$ cat src/rtl/elevator_pkg.sv
// Shared types and constants for the elevator controller: state encoding,
// floor-index width and timer sizing helpers.
package elevator_pkg;

  localparam logic [2:0] ENC_IDLE       = 3'd0;
  localparam logic [2:0] ENC_MOVE_UP    = 3'd1;
  localparam logic [2:0] ENC_MOVE_DOWN  = 3'd2;
  localparam logic [2:0] ENC_DOOR_OPEN  = 3'd3;
  localparam logic [2:0] ENC_DOOR_CLOSE = 3'd4;

  typedef enum logic [2:0] {
    ST_IDLE       = ENC_IDLE,
    ST_MOVE_UP    = ENC_MOVE_UP,
    ST_MOVE_DOWN  = ENC_MOVE_DOWN,
    ST_DOOR_OPEN  = ENC_DOOR_OPEN,
    ST_DOOR_CLOSE = ENC_DOOR_CLOSE
  } state_t;

  // Width of a floor index: never narrower than one bit.
  function automatic int floor_width(input int num_floors);
    int w;
    w = $clog2(num_floors);
    return (w < 1) ? 1 : w;
  endfunction

  function automatic int max3(input int a, input int b, input int c);
    int m;
    m = (a > b) ? a : b;
    return (m > c) ? m : c;
  endfunction

endpackage

$ cat src/rtl/elevator_ctrl_if.sv
// Request/status bundle between the car controller (slave) and its
// environment (master: call panels, door sensor, motor and door drives).
interface elevator_ctrl_if
  import elevator_pkg::*;
#(
  parameter int NUM_FLOORS = 8
);
  localparam int FW = floor_width(NUM_FLOORS);

  logic [NUM_FLOORS-1:0] call_req;
  logic                  door_hold;
  logic                  motor_up;
  logic                  motor_down;
  logic                  open_door;
  logic                  close_door;
  logic [FW-1:0]         current_floor;
  logic [NUM_FLOORS-1:0] pending;
  logic                  dir_up;

  modport master (
    output call_req, door_hold,
    input  motor_up, motor_down, open_door, close_door,
           current_floor, pending, dir_up
  );

  modport slave (
    input  call_req, door_hold,
    output motor_up, motor_down, open_door, close_door,
           current_floor, pending, dir_up
  );

endinterface

$ cat src/rtl/elevator_req_reg.sv
// Latched floor-request bitmap with position queries relative to the car:
// request at the current floor, any request above, any request below.
module elevator_req_reg
  import elevator_pkg::*;
#(
  parameter int NUM_FLOORS = 8,
  parameter int FW         = floor_width(NUM_FLOORS)
) (
  input  logic                  clk,
  input  logic                  rst_n,
  input  logic [NUM_FLOORS-1:0] i_set,
  input  logic [NUM_FLOORS-1:0] i_clr,
  input  logic [FW-1:0]         i_floor,
  output logic [NUM_FLOORS-1:0] o_pending,
  output logic                  o_at_floor,
  output logic                  o_any_above,
  output logic                  o_any_below
);

  logic [NUM_FLOORS-1:0] r_pending;
  logic                  w_any_above;
  logic                  w_any_below;

  // NOTE: asynchronous active-low reset; sequential state is only ever
  // written with non-blocking assignments so every flop samples the same
  // pre-edge values.
  always_ff @(posedge clk or negedge rst_n) begin
    if (!rst_n) begin
      r_pending <= '0;
    end else begin
      // Clear wins over a same-edge set for the floor being served.
      r_pending <= (r_pending | i_set) & ~i_clr;
    end
  end

  // NOTE: defaults first so every path assigns the flags and no latch forms.
  always_comb begin
    w_any_above = 1'b0;
    w_any_below = 1'b0;
    for (int f = 0; f < NUM_FLOORS; f++) begin
      if (r_pending[f] && (f > int'(i_floor))) w_any_above = 1'b1;
      if (r_pending[f] && (f < int'(i_floor))) w_any_below = 1'b1;
    end
  end

  assign o_pending   = r_pending;
  assign o_at_floor  = r_pending[i_floor];
  assign o_any_above = w_any_above;
  assign o_any_below = w_any_below;

endmodule

$ cat src/rtl/elevator_ctrl.sv
// Single-car collective-control elevator: serves requests ahead in the travel
// direction, reverses when none remain, and times travel/door phases with
// one shared down-counter.
module elevator_ctrl
  import elevator_pkg::*;
#(
  parameter int NUM_FLOORS   = 8,
  parameter int MOVE_CYCLES  = 8,
  parameter int DOOR_CYCLES  = 16,
  parameter int CLOSE_CYCLES = 4
) (
  input  logic           clk,
  input  logic           rst_n,
  elevator_ctrl_if.slave bus
);

  localparam int FW = floor_width(NUM_FLOORS);
  localparam int CW = $clog2(max3(MOVE_CYCLES, DOOR_CYCLES, CLOSE_CYCLES) + 1);

  localparam logic [CW-1:0]         MOVE_LOAD  = CW'(MOVE_CYCLES - 1);
  localparam logic [CW-1:0]         DOOR_LOAD  = CW'(DOOR_CYCLES - 1);
  localparam logic [CW-1:0]         CLOSE_LOAD = CW'(CLOSE_CYCLES - 1);
  localparam logic [FW-1:0]         TOP_FLOOR  = FW'(NUM_FLOORS - 1);
  localparam logic [NUM_FLOORS-1:0] ONE_HOT0   = NUM_FLOORS'(1);

  state_t          r_state;
  logic [CW-1:0]   r_cnt;
  logic [FW-1:0]   r_floor;
  logic            r_dir_up;
  logic            r_motor_up;
  logic            r_motor_down;
  logic            r_open_door;
  logic            r_close_door;

  state_t          w_state_nxt;
  logic [CW-1:0]   w_cnt_nxt;
  logic [FW-1:0]   w_floor_nxt;
  logic            w_dir_nxt;
  logic            w_clr_en;
  logic            w_go_up;

  logic [NUM_FLOORS-1:0] w_pending;
  logic [NUM_FLOORS-1:0] w_set;
  logic [NUM_FLOORS-1:0] w_clr;
  logic                  w_at_floor;
  logic                  w_any_above;
  logic                  w_any_below;
  logic                  w_in_door;
  logic                  w_reopen;
  logic [FW-1:0]         w_floor_up;
  logic [FW-1:0]         w_floor_dn;

  assign w_in_door  = (r_state == ST_DOOR_OPEN) || (r_state == ST_DOOR_CLOSE);
  assign w_reopen   = bus.door_hold || bus.call_req[r_floor];
  assign w_floor_up = r_floor + FW'(1);
  assign w_floor_dn = r_floor - FW'(1);

  // A call for the floor whose door is active extends the door instead of latching.
  assign w_set = bus.call_req & ~(w_in_door ? (ONE_HOT0 << r_floor) : '0);
  assign w_clr = w_clr_en ? (ONE_HOT0 << w_floor_nxt) : '0;

  elevator_req_reg #(
    .NUM_FLOORS (NUM_FLOORS),
    .FW         (FW)
  ) u_req_reg (
    .clk         (clk),
    .rst_n       (rst_n),
    .i_set       (w_set),
    .i_clr       (w_clr),
    .i_floor     (r_floor),
    .o_pending   (w_pending),
    .o_at_floor  (w_at_floor),
    .o_any_above (w_any_above),
    .o_any_below (w_any_below)
  );

  always_comb begin
    w_state_nxt = r_state;
    w_cnt_nxt   = r_cnt;
    w_floor_nxt = r_floor;
    w_dir_nxt   = r_dir_up;
    w_clr_en    = 1'b0;
    w_go_up     = r_dir_up ? w_any_above : !w_any_below;

    unique case (r_state)
      ST_IDLE: begin
        if (w_at_floor) begin
          w_state_nxt = ST_DOOR_OPEN;
          w_cnt_nxt   = DOOR_LOAD;
          w_clr_en    = 1'b1;
        end else if (w_any_above || w_any_below) begin
          w_dir_nxt   = w_go_up;
          w_state_nxt = w_go_up ? ST_MOVE_UP : ST_MOVE_DOWN;
          w_cnt_nxt   = MOVE_LOAD;
        end
      end

      ST_MOVE_UP: begin
        if (r_floor == TOP_FLOOR) begin
          w_state_nxt = ST_IDLE;
          w_cnt_nxt   = '0;
        end else if (r_cnt == '0) begin
          w_floor_nxt = w_floor_up;
          if (w_pending[w_floor_up]) begin
            w_state_nxt = ST_DOOR_OPEN;
            w_cnt_nxt   = DOOR_LOAD;
            w_clr_en    = 1'b1;
          end else begin
            w_cnt_nxt   = MOVE_LOAD;
          end
        end else begin
          w_cnt_nxt = r_cnt - CW'(1);
        end
      end

      ST_MOVE_DOWN: begin
        if (r_floor == '0) begin
          w_state_nxt = ST_IDLE;
          w_cnt_nxt   = '0;
        end else if (r_cnt == '0) begin
          w_floor_nxt = w_floor_dn;
          if (w_pending[w_floor_dn]) begin
            w_state_nxt = ST_DOOR_OPEN;
            w_cnt_nxt   = DOOR_LOAD;
            w_clr_en    = 1'b1;
          end else begin
            w_cnt_nxt   = MOVE_LOAD;
          end
        end else begin
          w_cnt_nxt = r_cnt - CW'(1);
        end
      end

      ST_DOOR_OPEN: begin
        if (w_reopen) begin
          w_cnt_nxt = DOOR_LOAD;
        end else if (r_cnt == '0) begin
          w_state_nxt = ST_DOOR_CLOSE;
          w_cnt_nxt   = CLOSE_LOAD;
        end else begin
          w_cnt_nxt = r_cnt - CW'(1);
        end
      end

      ST_DOOR_CLOSE: begin
        if (w_reopen) begin
          w_state_nxt = ST_DOOR_OPEN;
          w_cnt_nxt   = DOOR_LOAD;
          w_clr_en    = 1'b1;
        end else if (r_cnt == '0) begin
          w_state_nxt = ST_IDLE;
          w_cnt_nxt   = '0;
        end else begin
          w_cnt_nxt = r_cnt - CW'(1);
        end
      end

      default: begin
        w_state_nxt = ST_IDLE;
        w_cnt_nxt   = '0;
      end
    endcase
  end

  // Drive outputs are registered from the next state so they always equal a
  // decode of the state register without a combinational glitch path.
  always_ff @(posedge clk or negedge rst_n) begin
    if (!rst_n) begin
      r_state      <= ST_IDLE;
      r_cnt        <= '0;
      r_floor      <= '0;
      r_dir_up     <= 1'b1;
      r_motor_up   <= 1'b0;
      r_motor_down <= 1'b0;
      r_open_door  <= 1'b0;
      r_close_door <= 1'b0;
    end else begin
      r_state      <= w_state_nxt;
      r_cnt        <= w_cnt_nxt;
      r_floor      <= w_floor_nxt;
      r_dir_up     <= w_dir_nxt;
      r_motor_up   <= (w_state_nxt == ST_MOVE_UP);
      r_motor_down <= (w_state_nxt == ST_MOVE_DOWN);
      r_open_door  <= (w_state_nxt == ST_DOOR_OPEN);
      r_close_door <= (w_state_nxt == ST_DOOR_CLOSE);
    end
  end

  assign bus.motor_up      = r_motor_up;
  assign bus.motor_down    = r_motor_down;
  assign bus.open_door     = r_open_door;
  assign bus.close_door    = r_close_door;
  assign bus.current_floor = r_floor;
  assign bus.pending       = w_pending;
  assign bus.dir_up        = r_dir_up;

endmodule

$ cat src/flat_wrapper.sv
// flat-port wrapper written by rule: the top's interface ports become plain ports
module elevator_ctrl_flat import elevator_pkg::*;
#(
  parameter int NUM_FLOORS   = 8,
  parameter int MOVE_CYCLES  = 8,
  parameter int DOOR_CYCLES  = 16,
  parameter int CLOSE_CYCLES = 4
)
  (clk, rst_n, bus_call_req, bus_door_hold, bus_motor_up, bus_motor_down, bus_open_door, bus_close_door, bus_current_floor, bus_pending, bus_dir_up);
  elevator_ctrl_if #(.NUM_FLOORS(NUM_FLOORS)) bus_i ();
  input  logic clk;
  input  logic rst_n;
  input wire logic [$bits(bus_i.call_req)-1:0] bus_call_req;
  input wire logic [$bits(bus_i.door_hold)-1:0] bus_door_hold;
  output wire logic [$bits(bus_i.motor_up)-1:0] bus_motor_up;
  output wire logic [$bits(bus_i.motor_down)-1:0] bus_motor_down;
  output wire logic [$bits(bus_i.open_door)-1:0] bus_open_door;
  output wire logic [$bits(bus_i.close_door)-1:0] bus_close_door;
  output wire logic [$bits(bus_i.current_floor)-1:0] bus_current_floor;
  output wire logic [$bits(bus_i.pending)-1:0] bus_pending;
  output wire logic [$bits(bus_i.dir_up)-1:0] bus_dir_up;
  assign bus_i.call_req = bus_call_req;
  assign bus_i.door_hold = bus_door_hold;
  assign bus_motor_up = bus_i.motor_up;
  assign bus_motor_down = bus_i.motor_down;
  assign bus_open_door = bus_i.open_door;
  assign bus_close_door = bus_i.close_door;
  assign bus_current_floor = bus_i.current_floor;
  assign bus_pending = bus_i.pending;
  assign bus_dir_up = bus_i.dir_up;
  elevator_ctrl #(.NUM_FLOORS(NUM_FLOORS), .MOVE_CYCLES(MOVE_CYCLES), .DOOR_CYCLES(DOOR_CYCLES), .CLOSE_CYCLES(CLOSE_CYCLES)) u_core (.clk(clk), .rst_n(rst_n), .bus(bus_i));
endmodule
$ cat config.mk
export PLATFORM = sky130hd
export DESIGN_NAME = elevator_ctrl_flat
export DESIGN_NICKNAME = d
export VERILOG_FILES = /design/src/rtl/elevator_pkg.sv /design/src/rtl/elevator_ctrl_if.sv /design/src/rtl/elevator_req_reg.sv /design/src/rtl/elevator_ctrl.sv /design/src/flat_wrapper.sv
export SDC_FILE = /design/constraint.sdc
export NUM_CORES = 1
export LEC_CHECK = 0
export ABC_AREA = 1
export BUFFER_PORTS_ARGS = -buffer_cell sky130_fd_sc_hd__buf_2
export CAP_MARGIN = 20
export CORE_ASPECT_RATIO = 1.5
export CORE_UTILIZATION = 50
export DETAILED_ROUTE_END_ITERATION = 10
export PLACE_DENSITY_LB_ADDON = 0.1
export SYNTH_ARGS = -nofsm -noshare
export SYNTH_HDL_FRONTEND = slang
export SYNTH_SLANG_ARGS = --single-unit
$ cat constraint.sdc
create_clock -name clk -period 2.25 [get_ports clk]
set_input_delay 0.45 -clock clk [delete_from_list [all_inputs] [get_ports clk]]
set_output_delay 0.45 -clock clk [all_outputs]
set_load 0.01 [all_outputs]
Word level (Yosys, flattened, before mapping)
Cells that the tools add are included.
{"block": "totals", "wordCells": 135, "input_bits": 11, "output_inout_bits": 16, "reg_bits": 24}
{"block": "op_classes", "eq_ne": 10, "shifts": 2, "muxes": 66, "add_sub_neg": 3, "reduce_logical": 22, "bitwise_logic": 6, "n_lt_le_gt_ge": 17}
{"operator": "$mux W5", "n": 10}
{"operator": "$mux W3", "n": 16}
{"operator": "$mux W1", "n": 27}
{"operator": "$pmux W5 S5", "n": 1}
{"operator": "$and A8 B8 Y8", "n": 2}
{"operator": "$mux W8", "n": 2}
{"operator": "$not A8 Y8", "n": 2}
{"operator": "$shl A1 B3 Y8 const A", "n": 2}
{"operator": "$pmux W3 S5", "n": 1}
{"operator": "$logic_and A1 B1 Y1", "n": 14}
{"operator": "$bmux W1 S3", "n": 4}
{"operator": "$eq A3 B2 Y1 const B", "n": 4}
{"operator": "$gt A3 B3 Y1 const A", "n": 4}
{"operator": "$lt A3 B4 Y1 const B", "n": 3}
{"operator": "$eq A3 B3 Y1 const B", "n": 3}
{"operator": "$lt A3 B3 Y1 const A", "n": 3}
{"operator": "$mux W4", "n": 2}
{"operator": "$or A8 B8 Y8", "n": 1}
{"operator": "$eq A3 B1 Y1 const B", "n": 2}
{"operator": "$gt A2 B3 Y1 const A", "n": 2}
{"operator": "$logic_not A3 Y1", "n": 2}
{"operator": "$lt A1 B3 Y1 const A", "n": 2}
{"operator": "$lt A2 B3 Y1 const A", "n": 2}
{"operator": "$pmux W3 S2", "n": 1}
{"operator": "other kinds (12)", "n": 14}

Depth between registers and ports, before layout
Gate-level depths: netlist (run 1).
{"block": "logic_depth", "ltp_word": 16, "depth_mapped": 16}

Hierarchy
A second synthesis (run 1) with hierarchy kept.
{"block": "hier_totals", "hier_cells": 295, "area_unflattened_um2": 2015.7}
{"module": "elevator_ctrl", "seq_area_each_um2": 401.6, "area_each_um2": 1466.4, "n_inst": 1, "cells_per_inst": 211}
{"module": "elevator_req_reg", "seq_area_each_um2": 200.2, "area_each_um2": 549.3, "n_inst": 1, "cells_per_inst": 84}

Worst setup path after synthesis (run 1)
No wires, ideal clock.
{"block": "synth_path", "path_type": "flip-flop to flip-flop", "startpoint": "register u_core.r_floor[0] (netlist: u_core.bus.current_floor[0])", "endpoint": "register u_core.r_open_door (netlist: u_core.bus.open_door)", "arrival_ns": 1.948, "path_stages_with_launch": 15, "synth_period_minus_slack_ns": 2.073, "slack_ns": 0.177, "required_time_ns": 2.125, "setup_time_ns": 0.125, "cell_sequence": "dfrtp_1 > buf_6 > inv_4 > buf_6 > ha_1 > inv_1 > nand3_1 > nand3_1 > nand2_1 > nand2_2 > nand2_2 > nor2_8 > inv_2 > nor2_2 > a21oi_1"}
{"block": "synth_between", "elab_chain_cells": 16, "elab_cells_between_ends": 71, "classes_between": "add/sub (2); order compare (14); eq/ne (2); mux (35); reduce/logical (18)"}
{"element": "start, declared", "line_no": "elevator_ctrl.sv:28", "rtl": "logic [FW-1:0] r_floor;"}
{"element": "start signal, assigned", "line_no": "elevator_ctrl.sv:180", "rtl": "r_floor <= w_floor_nxt;"}
{"element": "$lt A1 B3 Y1", "line_no": "elevator_req_reg.sv:42", "rtl": "if (r_pending[f] && (f < int'(i_floor))) w_any_below = 1'b1;"}
{"element": "$logic_and A1 B1 Y1", "line_no": "elevator_req_reg.sv:42"}
{"element": "$mux W1 (7 in series)", "line_no": "elevator_req_reg.sv:42"}
{"element": "$logic_not A1 Y1", "line_no": "elevator_ctrl.sv:83", "rtl": "w_go_up = r_dir_up ? w_any_above : !w_any_below;"}
{"element": "$mux W1", "line_no": "elevator_ctrl.sv:83"}
{"element": "$mux W2", "line_no": "elevator_ctrl.sv:93", "rtl": "w_state_nxt = w_go_up ? ST_MOVE_UP : ST_MOVE_DOWN;"}
{"element": "$mux W3", "line_no": "elevator_ctrl.sv:91", "rtl": "end else if (w_any_above || w_any_below) begin"}
{"element": "$mux W3", "line_no": "elevator_ctrl.sv:87", "rtl": "if (w_at_floor) begin"}
{"element": "$pmux W3 S5 *", "line_no": "elevator_ctrl.sv:85", "rtl": "unique case (r_state)"}
{"element": "$eq A3 B2 Y1 *", "line_no": "elevator_ctrl.sv:184", "rtl": "r_open_door <= (w_state_nxt == ST_DOOR_OPEN);"}
{"element": "end signal, assigned", "line_no": "elevator_ctrl.sv:184"}
{"element": "end, declared", "line_no": "elevator_ctrl.sv:32", "rtl": "logic r_open_door;"}
Every way passes the cells marked *; elsewhere a longest branch is shown, timed or not. The select of a mux whose other input is x is not followed.
A chain may end at the register's enable or synchronous reset.

Worst setup path in the final report (run 1)
{"block": "layout_path", "startpoint": "register u_core.r_floor[0] (netlist: u_core.bus.current_floor[0])", "endpoint": "register u_core.u_req_reg.r_pending[0] (netlist: u_core.u_req_reg.o_pending[0])"}
{"block": "layout_between", "elab_cells_between_ends": 36, "classes_between": "add/sub (2); eq/ne (1); shift (2); mux (24); bitwise (5); reduce/logical (2)"}
{"element": "$sub A3 B1 Y3 / $add A3 B1 Y3 (equally long branches)", "line_no": "elevator_ctrl.sv:56, elevator_ctrl.sv:55"}
{"element": "$mux W3 (on tied branches)", "line_no": "elevator_ctrl.sv:120, elevator_ctrl.sv:102"}
{"element": "$mux W3 (on tied branches)", "line_no": "elevator_ctrl.sv:117, elevator_ctrl.sv:99"}
{"element": "$pmux W3 S2 *", "line_no": "elevator_ctrl.sv:85"}
{"element": "net u_core.w_floor_nxt[0]", "line_no": "elevator_ctrl.sv:37", "rtl": "logic [FW-1:0] w_floor_nxt;"}
{"element": "$shl A1 B3 Y8 *", "line_no": "elevator_ctrl.sv:60", "rtl": "assign w_clr = w_clr_en ? (ONE_HOT0 << w_floor_nxt) : '0;"}
{"element": "$mux W8 *", "line_no": "elevator_ctrl.sv:60"}
{"element": "$not A8 Y8 *", "line_no": "elevator_req_reg.sv:32", "rtl": "r_pending <= (r_pending | i_set) & ~i_clr;"}
{"element": "$and A8 B8 Y8 *", "line_no": "elevator_req_reg.sv:32"}
{"element": "end signal, assigned", "line_no": "elevator_req_reg.sv:32"}
{"element": "end, declared", "line_no": "elevator_req_reg.sv:20", "rtl": "logic [NUM_FLOORS-1:0] r_pending;"}
Mark *: on every way through the listed nets, which the timed path passes. The rest lies on a longest branch. The select of a mux whose other input is x is not followed.

==> results of run 1 <==
state kept, by name, summed over array words and instances, names as in the netlist:
register,cells
u_core.r_cnt,5
u_core.u_req_reg.o_pending,8
u_core.bus.motor_up,1
u_core.r_state,3
u_core.bus.motor_down,1
u_core.bus.dir_up,1
u_core.bus.open_door,1
u_core.bus.close_door,1
u_core.bus.current_floor,3
final cells by class:
type                    count  share of cell area [%]
multi-input cells         248                    53.0
well taps                  45                    2.39
flip-flops and latches     24                    25.6
repair buffers             33                    7.77
inverters                  50                    8.19
clock inverters             1                    1.28
clock buffers               3                    1.76
per-layer routing:
layer  vias up  GRT usage (%)  wire, um
met1       998           29.5      2200
met3        17           3.52       265
met2        63           55.4      3050
li1       1093              -         -
met5         -              0         0
met4         0           13.8       215
power by group through the flow:
stage                     clock (mW)  sequential [mW]  combinational [mW]
after detailed placement           0            0.742                2.03
after global placement             0            0.739                2.01
final                          0.389            0.735                2.04
after global routing           0.405            0.754                2.33
after CTS                      0.389            0.733                2.04
after floorplan                    0            0.731                1.58
through the flow:
step                hold WS [ns]  area [um2]  instances  setup slack [ns]
finish                     0.142        2350        404             0.200
global route               0.188        2350        404           0.00118
CTS                        0.155        2350        404             0.220
detailed placement         0.456        2280        400             0.248
global placement           0.455        2280        400             0.237
floorplan                  0.154        2120        330             0.177
what timing repair did:
| action | in CTS | in global routing |
|---|---|---|
| gates resized for setup | 0 | 1 |
| hold buffers | 0 | 0 |
| setup endpoints to repair | 0 | 1 |
critical path, delay by kind of cell (launching register included):
| family | cells | cell delay, ns |
|---|---|---|
| AND/OR/NAND/NOR | 9 | 0.92 |
| flip-flops | 1 | 0.45 |
| adder cells (fa/ha/maj) | 2 | 0.43 |
| buffers and inverters | 1 | 0.14 |
cell usage after synthesis, types with 2 or more instances:
cell type    n
inv_4        2
dfrtp_1     23
o21ai_0      4
inv_1       43
nand2_1    104
nand2_2     11
inv_2        4
nor2_2       6
o21ai_1      3
nand3_1     34
nand4_1      6
nor2_1      30
xor2_1       2
ha_1         8
nor2_4       2
buf_6        6
a21oi_1     26
cell families (layout without fill, tap and decap cells):
family / after synthesis / after routing
AO/OA/AOI/OAI: 40 / 40
XOR/XNOR: 3 / 3
adder cells (fa/ha/maj): 8 / 8
buffers and inverters: 58 / 87
flip-flops: 24 / 24
AND/OR/NAND/NOR: 197 / 197
worst max path at each step:
stage               slack [ns]                             to  depth (start not counted)
finish                    0.20  u_core.u_req_reg.o_pending[0]                         12
global route             0.001  u_core.u_req_reg.o_pending[1]                         12
CTS                       0.22  u_core.u_req_reg.o_pending[1]                         12
detailed placement        0.25  u_core.u_req_reg.o_pending[1]                         12
global placement          0.24  u_core.u_req_reg.o_pending[1]                         12
floorplan                 0.18           u_core.bus.open_door                         14
==> metrics, run 1 <==
status=completed; share of cells above drive strength 1=roughly a fifth; Clk pwr share=12.3%; mapped cell area=~0.0021 mm2; Combinational Power Share=64.5%; count of cell types in the netlist=33; Synth Area in Adders=around 4.7%; core box area=approximately 0.0040 mm2; register area=slightly above 600 um2; clock tree root buffer cell=clkbuf_8; yosys warns=0; P_sw=roughly 1.6 mW; CTS Buf Count=3; FF-to-FF path depth=12; CTS tree=done; critical path class=reg -> reg; initial antenna violation count=0; residual antenna-violating net count after detailed routing=0; Final setup viols=0; sw frac=between 50% and 60%; Fmax=0.488 GHz; startpoint types=flip-flop; Cells after Synth=330; clock sinks=24; total number of vias=roughly 2.2k; syn avg cell area=about 6.4 um2; clock latency on the worst-skew pair=around 0.28 ns; CP arrival=2.22 ns; Antenna Diode Count=0; Avg Vias per Cell=approximately 5.4; ys flop type=dfrtp_1; largest cells by area after synthesis=dfrtp_1, nand2_1, nand3_1; Reg2Reg Setup Slack=between 0.15 and 0.2 ns; Slew Limit Fails=0; mux contribution to synthesized area=0%; multi-input logic area=roughly 0.0012 mm2; final setup TNS=0 ns; largest net degree at the start of global routing=25; ys async rst share=100%; Area Growth Syn to Fin=10.9%; Period minus WS final=between 2 and 2.5 ns; drt wl/cell=14.2 um; Die Y=81.8 um; first-pass GRT wire length=9.27 mm; DP Wirelength=about 4.6 mm; row count=28; Power Density=1350 mW/mm2; Port Buffer Count=26; syn_nets=between 300 and 400; Worst path max stage delay=around 0.45 ns; TritonRoute pass-1 iters=4; CP max stage cell=dfrtp_2; register area share after synthesis=~28%; commonest non-fill, non-tap cell in the layout=nand2_1; FF+latch count, synth=24; biggest area consumer among synthesized cells=dfrtp_1; CP required=2.42 ns; worst r2r dst=u_core.u_req_reg.o_pending[0]; largest family of logic cells by synthesized area=simple AND/OR/NAND/NOR gates; setup bufs post-CTS=0; CTS H-Tree Depth=1; worst hold path type=in -> async; CTS max path bufs=2; power share of the sequential group=23.2%; GRT overflow=0; total track usage=29.1%; top cell type's share of synthesized area=about 27%; Worst VDD drop=0.846 mV; initial DRC count=52; Leak=around 1.3 nW; vias in the first global route=approximately 2.1k; number of synthesized flops with an enable pin=0; period utilisation layout=about 90%; drc violations=0; I/O pin count=27; die area=approximately 0.0045 mm2; Fin. Hold Viols=0; Nets=379; simple-gate share of the synthesized area=about 42%; Int Power=roughly 1.5 mW; Setup crit start=u_core.bus.current_floor[0]; Starting Density=53.1%; CP dominant cell by count=nor2_1; CTS clk-pin slew, worst paths=roughly 0.090 ns; Total Wirelength=roughly 5.7 mm; Post-Synth XOR/XNOR Area=under 10%; max_cap viols=0; Setup crit end kind=flip-flop; most frequent cells in the layout=nand2_1, inv_1, nand3_1, nor2_1; Die Wd=55.2 um; total power=around 3.2 mW; RSZ-0062 raised after global routing=false; final core occ=between 50% and 60%; CP Max Fanout=4; Worst Tran Pin Value=~0.54 ns; Worst slew margin=roughly 64%; CP Cell Sequence=ha_1, ha_1, inv_1, nand2_1, nor2_1, nor2_1, nand2_1, nand2_1, nor2_1, nand2_1, nor2_1, nor2_1; fill count=~420; Worst Skew=about 0.0076 ns; GPL Wtd Cong=approximately 0.92; Compound-Gate Fraction of Synth Area=between 10% and 20%; RR Startpoint=u_core.bus.current_floor[0]
No activity file was read; power rests on OpenSTA's default activity.
==> inputs of run 2 (changes only) <==
- CTS_BUF_LIST: unset -> sky130_fd_sc_hd__clkbuf_16
- GPL_ROUTABILITY_DRIVEN: unset -> 0
==> run 2 against run 1 <==
- die area did not move
- critical path type unchanged
- sequential power is essentially flat
- clock skew about the same
- final area increased by 1.4%
==> metrics, run 2 (synthesized netlist as in run 1, its figures left out) <==
fill count=408 (-1.9%); total number of vias=2149 (-1.0%); CTS clk-pin slew, worst paths=0.07 ns (-0.02 ns); first-pass GRT wire length=9.45 mm (+1.9%); met3 WL=288 um (+8.7%); Starting Density=53.1% (unchanged); total track usage=29.6% (+0.46 points); clock sinks=24 (unchanged); TritonRoute pass-1 iters=5 (+1); Avg Vias per Cell=5.32 (-1.0%); Period minus WS final=2.10 ns (+0.0488 ns); CP max stage cell=dfrtp_2; Port Buffer Count=26 (unchanged); die area=0.00451 mm2 (unchanged); residual antenna-violating net count after detailed routing=0 (unchanged); # hold bufs at CTS=0 (unchanged); register area=603 um2 (unchanged); period utilisation layout=93.3% (+2.2 points); total power=3.31 mW (+4.7%); final setup TNS=0 ns (unchanged); crit path buf inv count=2 (+1); commonest non-fill, non-tap cell in the layout=nand2_1; Worst VDD drop=0.979 mV (+16%); row count=28 (unchanged); clock latency on the worst-skew pair=0.26 ns (-0.02 ns); CTS tree=done; status=completed; drt wl/cell=14.7 um (+3.7%); met1 WL=2.27 mm (+3.2%); FF-to-FF path depth=12 (unchanged); Worst path max stage delay=0.44 ns (about the same); most frequent cells in the layout=nand2_1, inv_1, nand3_1, nor2_1; CP required=2.40 ns (-0.02 ns); Final setup viols=0 (unchanged); GRT overflow=0 (unchanged); core box area=0.00399 mm2 (unchanged); CP dominant cell by count=nand2_1; CTS Buf Count=3 (unchanged); I/O pin count=27 (unchanged); DP Wirelength=4.60 mm (unchanged); initial antenna violation count=0 (unchanged); total stage count of the critical path=12 (unchanged); Largest register FFs=8 (unchanged); Max Used Layer=met4; vias in the first global route=2155 (+2.2%); clock tree root buffer cell=clkbuf_16; Fmax=0.476 GHz (-2.3%); startpoint types=flip-flop; worst hold path type=in -> async; multi-input logic area=0.00125 mm2 (unchanged); Slew Limit Fails=0 (unchanged); CP Max Fanout=4 (unchanged); met2 routed WL=3.29 mm (+7.9%); Die Y=81.8 um (unchanged); Worst Tran Pin Value=0.545 ns (+0.00678 ns); share of cells above drive strength 1=19.2% (unchanged); Setup crit end kind=flip-flop; CP Cell Sequence=ha_1, ha_1, inv_1, nand2_1, nand2_1, nand3_1, nand2_1, inv_1, nor2_1, nand2_1, nor2_1, nor2_1; drc violations=0 (unchanged); initial DRC count=59 (+13%); Worst Skew=0.00788 ns (+0.000244 ns); largest net degree at the start of global routing=25 (unchanged); final worst setup slack=0.151 ns (-0.0488 ns); Power Density=1390 mW/mm2 (+3.2%); CTS max path bufs=2 (unchanged); critical path class=reg -> reg; RSZ-0062 raised after global routing=false; Die Wd=55.2 um (unchanged); dpl ws=0.248 ns (unchanged); CP arrival=2.25 ns (+0.03 ns); CTS H-Tree Depth=1 (unchanged); Total Wirelength=5.94 mm (+3.7%); max_cap viols=0 (unchanged); Fin. Hold Viols=0 (unchanged); CP delay by family, top=simple AND/OR/NAND/NOR gates; Worst slew margin=63.7% (-0.45 points); Area Growth Syn to Fin=12.5%; Leak=1.34 nW (+1.2%); Antenna Diode Count=0 (unchanged); Nets=379 (unchanged)
run 2: per-layer routing:
layer / up-vias / global-route usage [%]
li1: 1097 / -
met1: 991 / 29.5
met2: 53 / 57.2
met3: 8 / 3.89
met4: 0 / 12.5
met5: - / 0
run 2: worst reg2reg max path, cell delays in order (launching register included):
cell and delay, ns:
dfrtp_2 0.44, ha_1 0.23, ha_1 0.20, inv_1 0.15, nand2_1 0.13, nand2_1 0.15
nand3_1 0.09, nand2_1 0.16, inv_1 0.08, nor2_1 0.14, nand2_1 0.07, nor2_1 0.11
nor2_1 0.05
run 2: final cells by class:
cell class	count	share of cell area [%]
well taps	45	2.36
flip-flops and latches	24	25.3
clock inverters	1	1.26
clock buffers	3	3.15
multi-input cells	248	52.2
repair buffers	33	7.66
inverters	50	8.08
run 2: metrics by stage:
stage / area (um2) / cells / hold WS (ns) / util [%]
CTS: 2380 / 404 / 0.182 / 59.7
finish: 2390 / 404 / 0.165 / 59.7
global placement: 2280 / 400 / 0.455 / 57.1
floorplan: 2120 / 330 / 0.154 / -
detailed placement: 2280 / 400 / 0.456 / 57.1
global route: 2390 / 404 / 0.219 / 59.7
run 2: worst paths after layout:
| check | from | endpoint | slack [ns] |
|---|---|---|---|
| max | u_core.bus.current_floor[0] | u_core.u_req_reg.o_pending[1] | 0.15 |
| min | rst_n | u_core.r_cnt[4] | 0.17 |
| max reg2reg | u_core.bus.current_floor[0] | u_core.u_req_reg.o_pending[1] | 0.15 |
| min reg2reg | u_core.bus.dir_up | u_core.bus.dir_up | 0.50 |
| max in group asynchronous | rst_n | u_core.bus.current_floor[0] | 1.69 |
| min in group clk | bus_call_req[0] | u_core.u_req_reg.o_pending[0] | 0.47 |
run 2: power by group:
| part | internal, mW | leakage (nW) | switching (mW) |
|---|---|---|---|
| Clock | 0.354 | 0.0511 | 0.160 |
| Combinational | 0.701 | 1.02 | 1.36 |
| Sequential | 0.582 | 0.270 | 0.152 |
| Total | 1.64 | 1.34 | 1.68 |
run 2: repair_timing:
action                     CTS  global route
resized for setup            0             1
buffers inserted             0             0
setup endpoints to repair    0             1
